## config.mk

```make
export PLATFORM = sky130hd
export DESIGN_NAME = q_serializer_flat
export DESIGN_NICKNAME = d
export VERILOG_FILES = /design/src/rtl/q_serializer_if.sv /design/src/rtl/q_serializer.sv /design/src/flat_wrapper.sv
export SDC_FILE = /design/constraint.sdc
export NUM_CORES = 1
export LEC_CHECK = 0
export ABC_CLOCK_PERIOD_IN_PS = 2200
export CORE_UTILIZATION = 48
export CTS_BUF_LIST = sky130_fd_sc_hd__clkbuf_8 sky130_fd_sc_hd__clkbuf_16
export DETAILED_ROUTE_END_ITERATION = 8
export GPL_TIMING_DRIVEN = 0
export HOLD_SLACK_MARGIN = 0.05
export PLACE_DENSITY = 0.78
export SLEW_MARGIN = 5
export SYNTH_ARGS = -nofsm -noshare
export SYNTH_HDL_FRONTEND = slang
export SYNTH_SLANG_ARGS = --single-unit
export TNS_END_PERCENT = 10
```

## constraint.sdc

```tcl
create_clock -name clk -period 2.2 [get_ports clk]
set_clock_uncertainty 0.2 [all_clocks]
set_input_delay 0.66 -clock clk [delete_from_list [all_inputs] [get_ports clk]]
set_output_delay 0.66 -clock clk [all_outputs]
set_load 0.1 [all_outputs]
```

## src/rtl/q_serializer_if.sv

```systemverilog
// q_serializer_if: request/result bundle for the charge-to-pulse transmitter.
// The master side drives start/q_in and observes the pulse train and results.
// The slave side is the serializer itself.
interface q_serializer_if #(
  parameter int BUS_WIDTH = 10
);
  logic                 start;
  logic [BUS_WIDTH-1:0] q_in;
  logic                 q_serialized;
  logic                 busy;
  logic                 done;
  logic [BUS_WIDTH-1:0] residue;
  logic [BUS_WIDTH-1:0] pulse_count;

  modport master (
    output start,
    output q_in,
    input  q_serialized,
    input  busy,
    input  done,
    input  residue,
    input  pulse_count
  );

  modport slave (
    input  start,
    input  q_in,
    output q_serialized,
    output busy,
    output done,
    output residue,
    output pulse_count
  );
endinterface

```

## src/rtl/q_serializer.sv

```systemverilog
// q_serializer: converts a parallel charge value into a burst of pulses, one
// pulse per Q_PER_PULSE charge units, each pulse HALF_PERIOD cycles high and
// HALF_PERIOD cycles low. Reports the pulse count and the unsent remainder.
//
// Optional feature macro: Q_SERIALIZER_ROUND_EN
//   defined   - one extra round pulse per request when the leftover charge is
//               at least half a pulse quantum (remainder itself is not reduced)
//   undefined - plain truncation, round_used stays 0
module q_serializer #(
  parameter int BUS_WIDTH   = 10,
  parameter int Q_PER_PULSE = 30,
  parameter int HALF_PERIOD = 3
) (
  input  logic          clk,
  input  logic          rst,
  q_serializer_if.slave bus
);

  localparam int CNT_W = $clog2(HALF_PERIOD + 1);
  localparam logic [BUS_WIDTH-1:0] Q          = BUS_WIDTH'(Q_PER_PULSE);
  localparam logic [CNT_W-1:0]     PHASE_LAST = CNT_W'(HALF_PERIOD - 1);

`ifdef Q_SERIALIZER_ROUND_EN
  localparam bit ROUND_EN = 1'b1;
`else
  localparam bit ROUND_EN = 1'b0;
`endif

  typedef enum logic [1:0] {
    IDLE = 2'd0,
    HIGH = 2'd1,
    LOW  = 2'd2,
    DONE = 2'd3
  } state_t;

  state_t               state, state_d;
  logic [BUS_WIDTH-1:0] rem, rem_d;
  logic [CNT_W-1:0]     cnt, cnt_d;
  logic                 round_used, round_used_d;
  logic                 q_ser, q_ser_d;
  logic                 busy_r, busy_d;
  logic                 done_r, done_d;
  logic [BUS_WIDTH-1:0] residue_r, residue_d;
  logic [BUS_WIDTH-1:0] pulse_count_r, pulse_count_d;

  // A round pulse is due when the leftover is below one quantum but at least
  // half of one, and no round pulse has been spent on this request yet.
  function automatic logic round_due(input logic [BUS_WIDTH-1:0] value,
                                     input logic                 used);
    return ROUND_EN && !used && (value < Q) &&
           ({value, 1'b0} >= {1'b0, Q});
  endfunction

  // Next-state and next-output decisions for the pulse sequencer.
  always_comb begin
    state_d       = state;
    rem_d         = rem;
    cnt_d         = cnt;
    round_used_d  = round_used;
    q_ser_d       = q_ser;
    busy_d        = busy_r;
    done_d        = 1'b0;
    residue_d     = residue_r;
    pulse_count_d = pulse_count_r;

    case (state)
      IDLE: begin
        if (bus.start) begin
          busy_d = 1'b1;
          if (bus.q_in >= Q) begin
            state_d       = HIGH;
            rem_d         = bus.q_in - Q;
            pulse_count_d = BUS_WIDTH'(1);
            q_ser_d       = 1'b1;
            cnt_d         = PHASE_LAST;
            round_used_d  = 1'b0;
          end else if (round_due(bus.q_in, 1'b0)) begin
            state_d       = HIGH;
            rem_d         = bus.q_in;
            pulse_count_d = BUS_WIDTH'(1);
            q_ser_d       = 1'b1;
            cnt_d         = PHASE_LAST;
            round_used_d  = 1'b1;
          end else begin
            state_d       = DONE;
            rem_d         = bus.q_in;
            pulse_count_d = '0;
            round_used_d  = 1'b0;
            done_d        = 1'b1;
            residue_d     = bus.q_in;
          end
        end
      end

      HIGH: begin
        if (cnt == '0) begin
          state_d = LOW;
          q_ser_d = 1'b0;
          cnt_d   = PHASE_LAST;
        end else begin
          cnt_d = cnt - CNT_W'(1);
        end
      end

      LOW: begin
        if (cnt == '0) begin
          if (rem >= Q) begin
            state_d       = HIGH;
            rem_d         = rem - Q;
            pulse_count_d = pulse_count_r + BUS_WIDTH'(1);
            q_ser_d       = 1'b1;
            cnt_d         = PHASE_LAST;
          end else if (round_due(rem, round_used)) begin
            state_d       = HIGH;
            pulse_count_d = pulse_count_r + BUS_WIDTH'(1);
            q_ser_d       = 1'b1;
            cnt_d         = PHASE_LAST;
            round_used_d  = 1'b1;
          end else begin
            state_d   = DONE;
            done_d    = 1'b1;
            residue_d = rem;
          end
        end else begin
          cnt_d = cnt - CNT_W'(1);
        end
      end

      DONE: begin
        state_d = IDLE;
        busy_d  = 1'b0;
      end

      default: begin
        state_d = IDLE;
        busy_d  = 1'b0;
        q_ser_d = 1'b0;
      end
    endcase

    if (!ROUND_EN) begin
      round_used_d = 1'b0;
    end
  end

  // State and result registers; reset may land mid-pulse and clears everything.
  always_ff @(posedge clk or negedge rst) begin
    if (!rst) begin
      state         <= IDLE;
      rem           <= '0;
      cnt           <= '0;
      round_used    <= 1'b0;
      q_ser         <= 1'b0;
      busy_r        <= 1'b0;
      done_r        <= 1'b0;
      residue_r     <= '0;
      pulse_count_r <= '0;
    end else begin
      state         <= state_d;
      rem           <= rem_d;
      cnt           <= cnt_d;
      round_used    <= round_used_d;
      q_ser         <= q_ser_d;
      busy_r        <= busy_d;
      done_r        <= done_d;
      residue_r     <= residue_d;
      pulse_count_r <= pulse_count_d;
    end
  end

  assign bus.q_serialized = q_ser;
  assign bus.busy         = busy_r;
  assign bus.done         = done_r;
  assign bus.residue      = residue_r;
  assign bus.pulse_count  = pulse_count_r;

endmodule
```

## src/flat_wrapper.sv

```systemverilog
// flat-port wrapper written by rule: the top's interface ports become plain ports
module q_serializer_flat 
#(
  parameter int BUS_WIDTH   = 10,
  parameter int Q_PER_PULSE = 30,
  parameter int HALF_PERIOD = 3
)
  (clk, rst, bus_start, bus_q_in, bus_q_serialized, bus_busy, bus_done, bus_residue, bus_pulse_count);
  q_serializer_if #(.BUS_WIDTH(BUS_WIDTH)) bus_i ();
  input  logic clk;
  input  logic rst;
  input wire logic [$bits(bus_i.start)-1:0] bus_start;
  input wire logic [$bits(bus_i.q_in)-1:0] bus_q_in;
  output wire logic [$bits(bus_i.q_serialized)-1:0] bus_q_serialized;
  output wire logic [$bits(bus_i.busy)-1:0] bus_busy;
  output wire logic [$bits(bus_i.done)-1:0] bus_done;
  output wire logic [$bits(bus_i.residue)-1:0] bus_residue;
  output wire logic [$bits(bus_i.pulse_count)-1:0] bus_pulse_count;
  assign bus_i.start = bus_start;
  assign bus_i.q_in = bus_q_in;
  assign bus_q_serialized = bus_i.q_serialized;
  assign bus_busy = bus_i.busy;
  assign bus_done = bus_i.done;
  assign bus_residue = bus_i.residue;
  assign bus_pulse_count = bus_i.pulse_count;
  q_serializer #(.BUS_WIDTH(BUS_WIDTH), .Q_PER_PULSE(Q_PER_PULSE), .HALF_PERIOD(HALF_PERIOD)) u_core (.clk(clk), .rst(rst), .bus(bus_i));
endmodule
```

==> impl_metrics.json <==
{
  "outcome": "complete, no violations",
  "slew_viol_final": 0,
  "synthCells": 238,
  "met3_usage_pct": 4.51,
  "synthXorXnorAreaFrac_pct": 3.17,
  "num_io_pins": 36,
  "ir_worst_vdd_v": 0.000966,
  "grt_use_met1_pct": 32.9,
  "fillers": 352,
  "ys_seq_area_share_pct": 41.9,
  "synth_edf_count": 0,
  "busiest_layer": "met2",
  "start_kind": "input pin",
  "cts_tree": "yes",
  "htreeDepth": 2,
  "powerDensity_nw_per_um2": 1480,
  "synth_seq_cells": 37,
  "max_freq_ghz": 0.460,
  "port_buffers": 35,
  "multi_input_area_um2": 1260,
  "drc": 0,
  "initial_core_util_pct": 50.4,
  "critical_path_class": "in -> reg",
  "antenna_found_initial": 0,
  "layout-drive-gt1-share_pct": 29.7,
  "hold_violations": 0,
  "ff_latch_area_um2": 930,
  "synth_cell_type_count": 50,
  "diodes": 0,
  "crit_path_end_kind": "register",
  "critPathRequiredTime_ns": 2.18,
  "root_buffer": "clkbuf_8",
  "place_congestion": 0.836,
  "synth_top_family_by_area": "simple AND/OR/NAND/NOR gates",
  "areaGrowthSynthToFinish_pct": 33.8,
  "cts.sinks": 37,
  "die_width_um": 69.8,
  "path_max_fanout": 3,
  "clk_pin_slew_ns": 0.07,
  "grt_pass1_wl_um": 8770,
  "synthSimpleGateAreaFrac_pct": 22.8,
  "core_area_um2": 4380,
  "ant_nets": 0,
  "drt-initial-drc-count": 138,
  "track_usage_pct": 23.0,
  "use_met2_pct": 34.6,
  "setup_viol": 0,
  "period_share_pct": 98.9,
  "synth_fa_ha_area_share_pct": 5.10,
  "route.vias.total": 1989,
  "tns_ns": 0,
  "cp.arrival_ns": 2.15,
  "tightest_slew_ns": 0.832,
  "fin_crit_ns": 2.17,
  "cts_buffers": 5,
  "leakage_nw": 1.31,
  "fin_nets": 315,
  "detail_route.first_pass.iterations": 4,
  "clk_path_buf_depth": 2,
  "synth_nets": 260,
  "syn-cell-area_um2": 2210,
  "die-area_um2": 4880,
  "grt_start_max_net_pins": 38,
  "timing.hold.ws_ns": 0.268,
  "grt_pass1_vias": 1828,
  "synth.area.mux_share_pct": 5.10,
  "rsz0062_at_grt": "true",
  "rows": 24,
  "hp-class": "in -> async",
  "ys.warnings.count": 0,
  "synth-main-ff-cell": "dfrtp_1",
  "hpwl_um": 3580,
  "syn_area_per_cell_um2": 9.28,
  "die_height_um": 69.8,
  "wire_per_inst_um": 15.5,
  "clock_latency_ns": 0.29,
  "fin_util_pct": 67.4,
  "cap_violations": 0,
  "most-common-layout-cells": "dfrtp_1 (34), nand2_1 (26), nor2_1 (23), clkdlybuf4s15_2 (22), o21ai_0 (16)",
  "viasPerCell": 5.77,
  "overflow": 0,
  "drt_wl_total_um": 5340,
  "async_flop_share_pct": 100,
  "relSlewSlack_pct": 44.5,
  "final_common_cell": "dfrtp_1",
  "synth_compound_area_share_pct": 16.9
}
-- power by group --
part / leakage [nW] / internal [mW] / switching, mW
combinational: 0.790 / 0.933 / 1.72
clock: 0.0540 / 0.329 / 0.240
sequential: 0.462 / 0.906 / 0.241
-- state kept, by name, indices dropped and copies added (netlist names) --
name / count
u_core.bus.busy: 1
u_core.bus.done: 1
u_core.bus.pulse_count: 10
u_core.bus.q_serialized: 1
u_core.bus.residue: 10
u_core.cnt: 2
u_core.rem: 10
u_core.state: 2
-- cell families (layout without fill, tap and decap cells) --
| family | Yosys count | in the layout |
|---|---|---|
| adders and majority gates | 9 | 9 |
| buffers and inverters | 22 | 77 |
| DFF | 37 | 37 |
| xor gates and xnor gates | 8 | 8 |
| muxes | 11 | 11 |
| AOI/OAI and AO/OA | 55 | 55 |
| and+or+nand+nor | 96 | 96 |
-- area by class of cell --
class,instances,share of cell area (%)
Multi-Input combinational cell,179,42.5
Tap cell,52,2.20
Clock inverter,2,1.19
Sequential cell,37,31.5
Timing Repair Buffer,49,15.9
Clock buffer,5,2.33
Buffer,9,2.88
Inverter,12,1.52
-- cells in the mapped netlist, drive strengths merged (2+ instances only) --
| library cell | instances | area share (%) |
|---|---|---|
| ha | 9 | 5.1 |
| buf | 7 | 2.2 |
| dfrtp | 37 | 42 |
| nand3 | 12 | 2.7 |
| nor4 | 2 | 1.9 |
| mux2 | 2 | 1.0 |
| a211oi | 2 | 0.68 |
| or4 | 2 | 0.68 |
| clkbuf | 2 | 0.34 |
| o221ai | 2 | 0.79 |
| o21ai | 16 | 3.6 |
| and2b | 5 | 1.8 |
| nor4b | 2 | 0.79 |
| nand4 | 4 | 1.1 |
| nor2 | 24 | 4.1 |
| a221oi | 2 | 1.1 |
| mux2i | 9 | 4.1 |
| nand2 | 29 | 4.9 |
| a31oi | 7 | 2.0 |
| xnor2 | 3 | 1.2 |
| xor2 | 5 | 2.0 |
| nor3 | 7 | 1.6 |
| a32oi | 3 | 1.2 |
| inv | 11 | 1.9 |
| a31o | 2 | 0.79 |
| a21oi | 13 | 2.9 |
-- through the flow --
stage	power, mW	setup slack, ns	instances	area, um^2
global placement	3.45	-0.789	325	2650
CTS	4.20	-0.200	333	2850
finish	4.36	0.0252	345	2960
detailed placement	3.52	-0.901	325	2640
global route	4.63	-0.0218	345	2960
floorplan	2.92	-0.0457	238	2230
-- layer usage --
metal / wire length, um / up-vias
met5: 0 / -
met4: 70 / 0
met3: 232 / 7
met2: 2500 / 50
met1: 2530 / 956
li1: - / 976
-- critical path, stage by stage --
cell and delay [ns]:
buf_6 0.10, or4_4 0.55, nor3_4 0.28, nand2_1 0.10, nand4b_1 0.15, mux2_4 0.31
-- final timing paths --
path	from	end	slack, ns	depth (start not counted)
worst max-delay path	bus_q_in[8]	u_core.cnt[1]	0.03	6
worst min-delay path	rst	u_core.bus.residue[7]	0.27	1
worst max register to register	u_core.state[1]	u_core.bus.pulse_count[5]	0.08	8
worst min register to register	u_core.rem[0]	u_core.rem[0]	0.29	2
max in group asynchronous	rst	u_core.bus.pulse_count[0]	0.96	1
min in group clk	u_core.rem[0]	u_core.rem[0]	0.29	2
-- repair_timing --
action                     CTS  global route
hold buffers                 0             0
pin swaps                    5             8
gates cloned                 0             1
gates resized for setup     96            34
hold endpoints to repair     0             0
setup endpoints to repair   53            30
setup buffers                2            11
(Power assumes the default switching activity.)
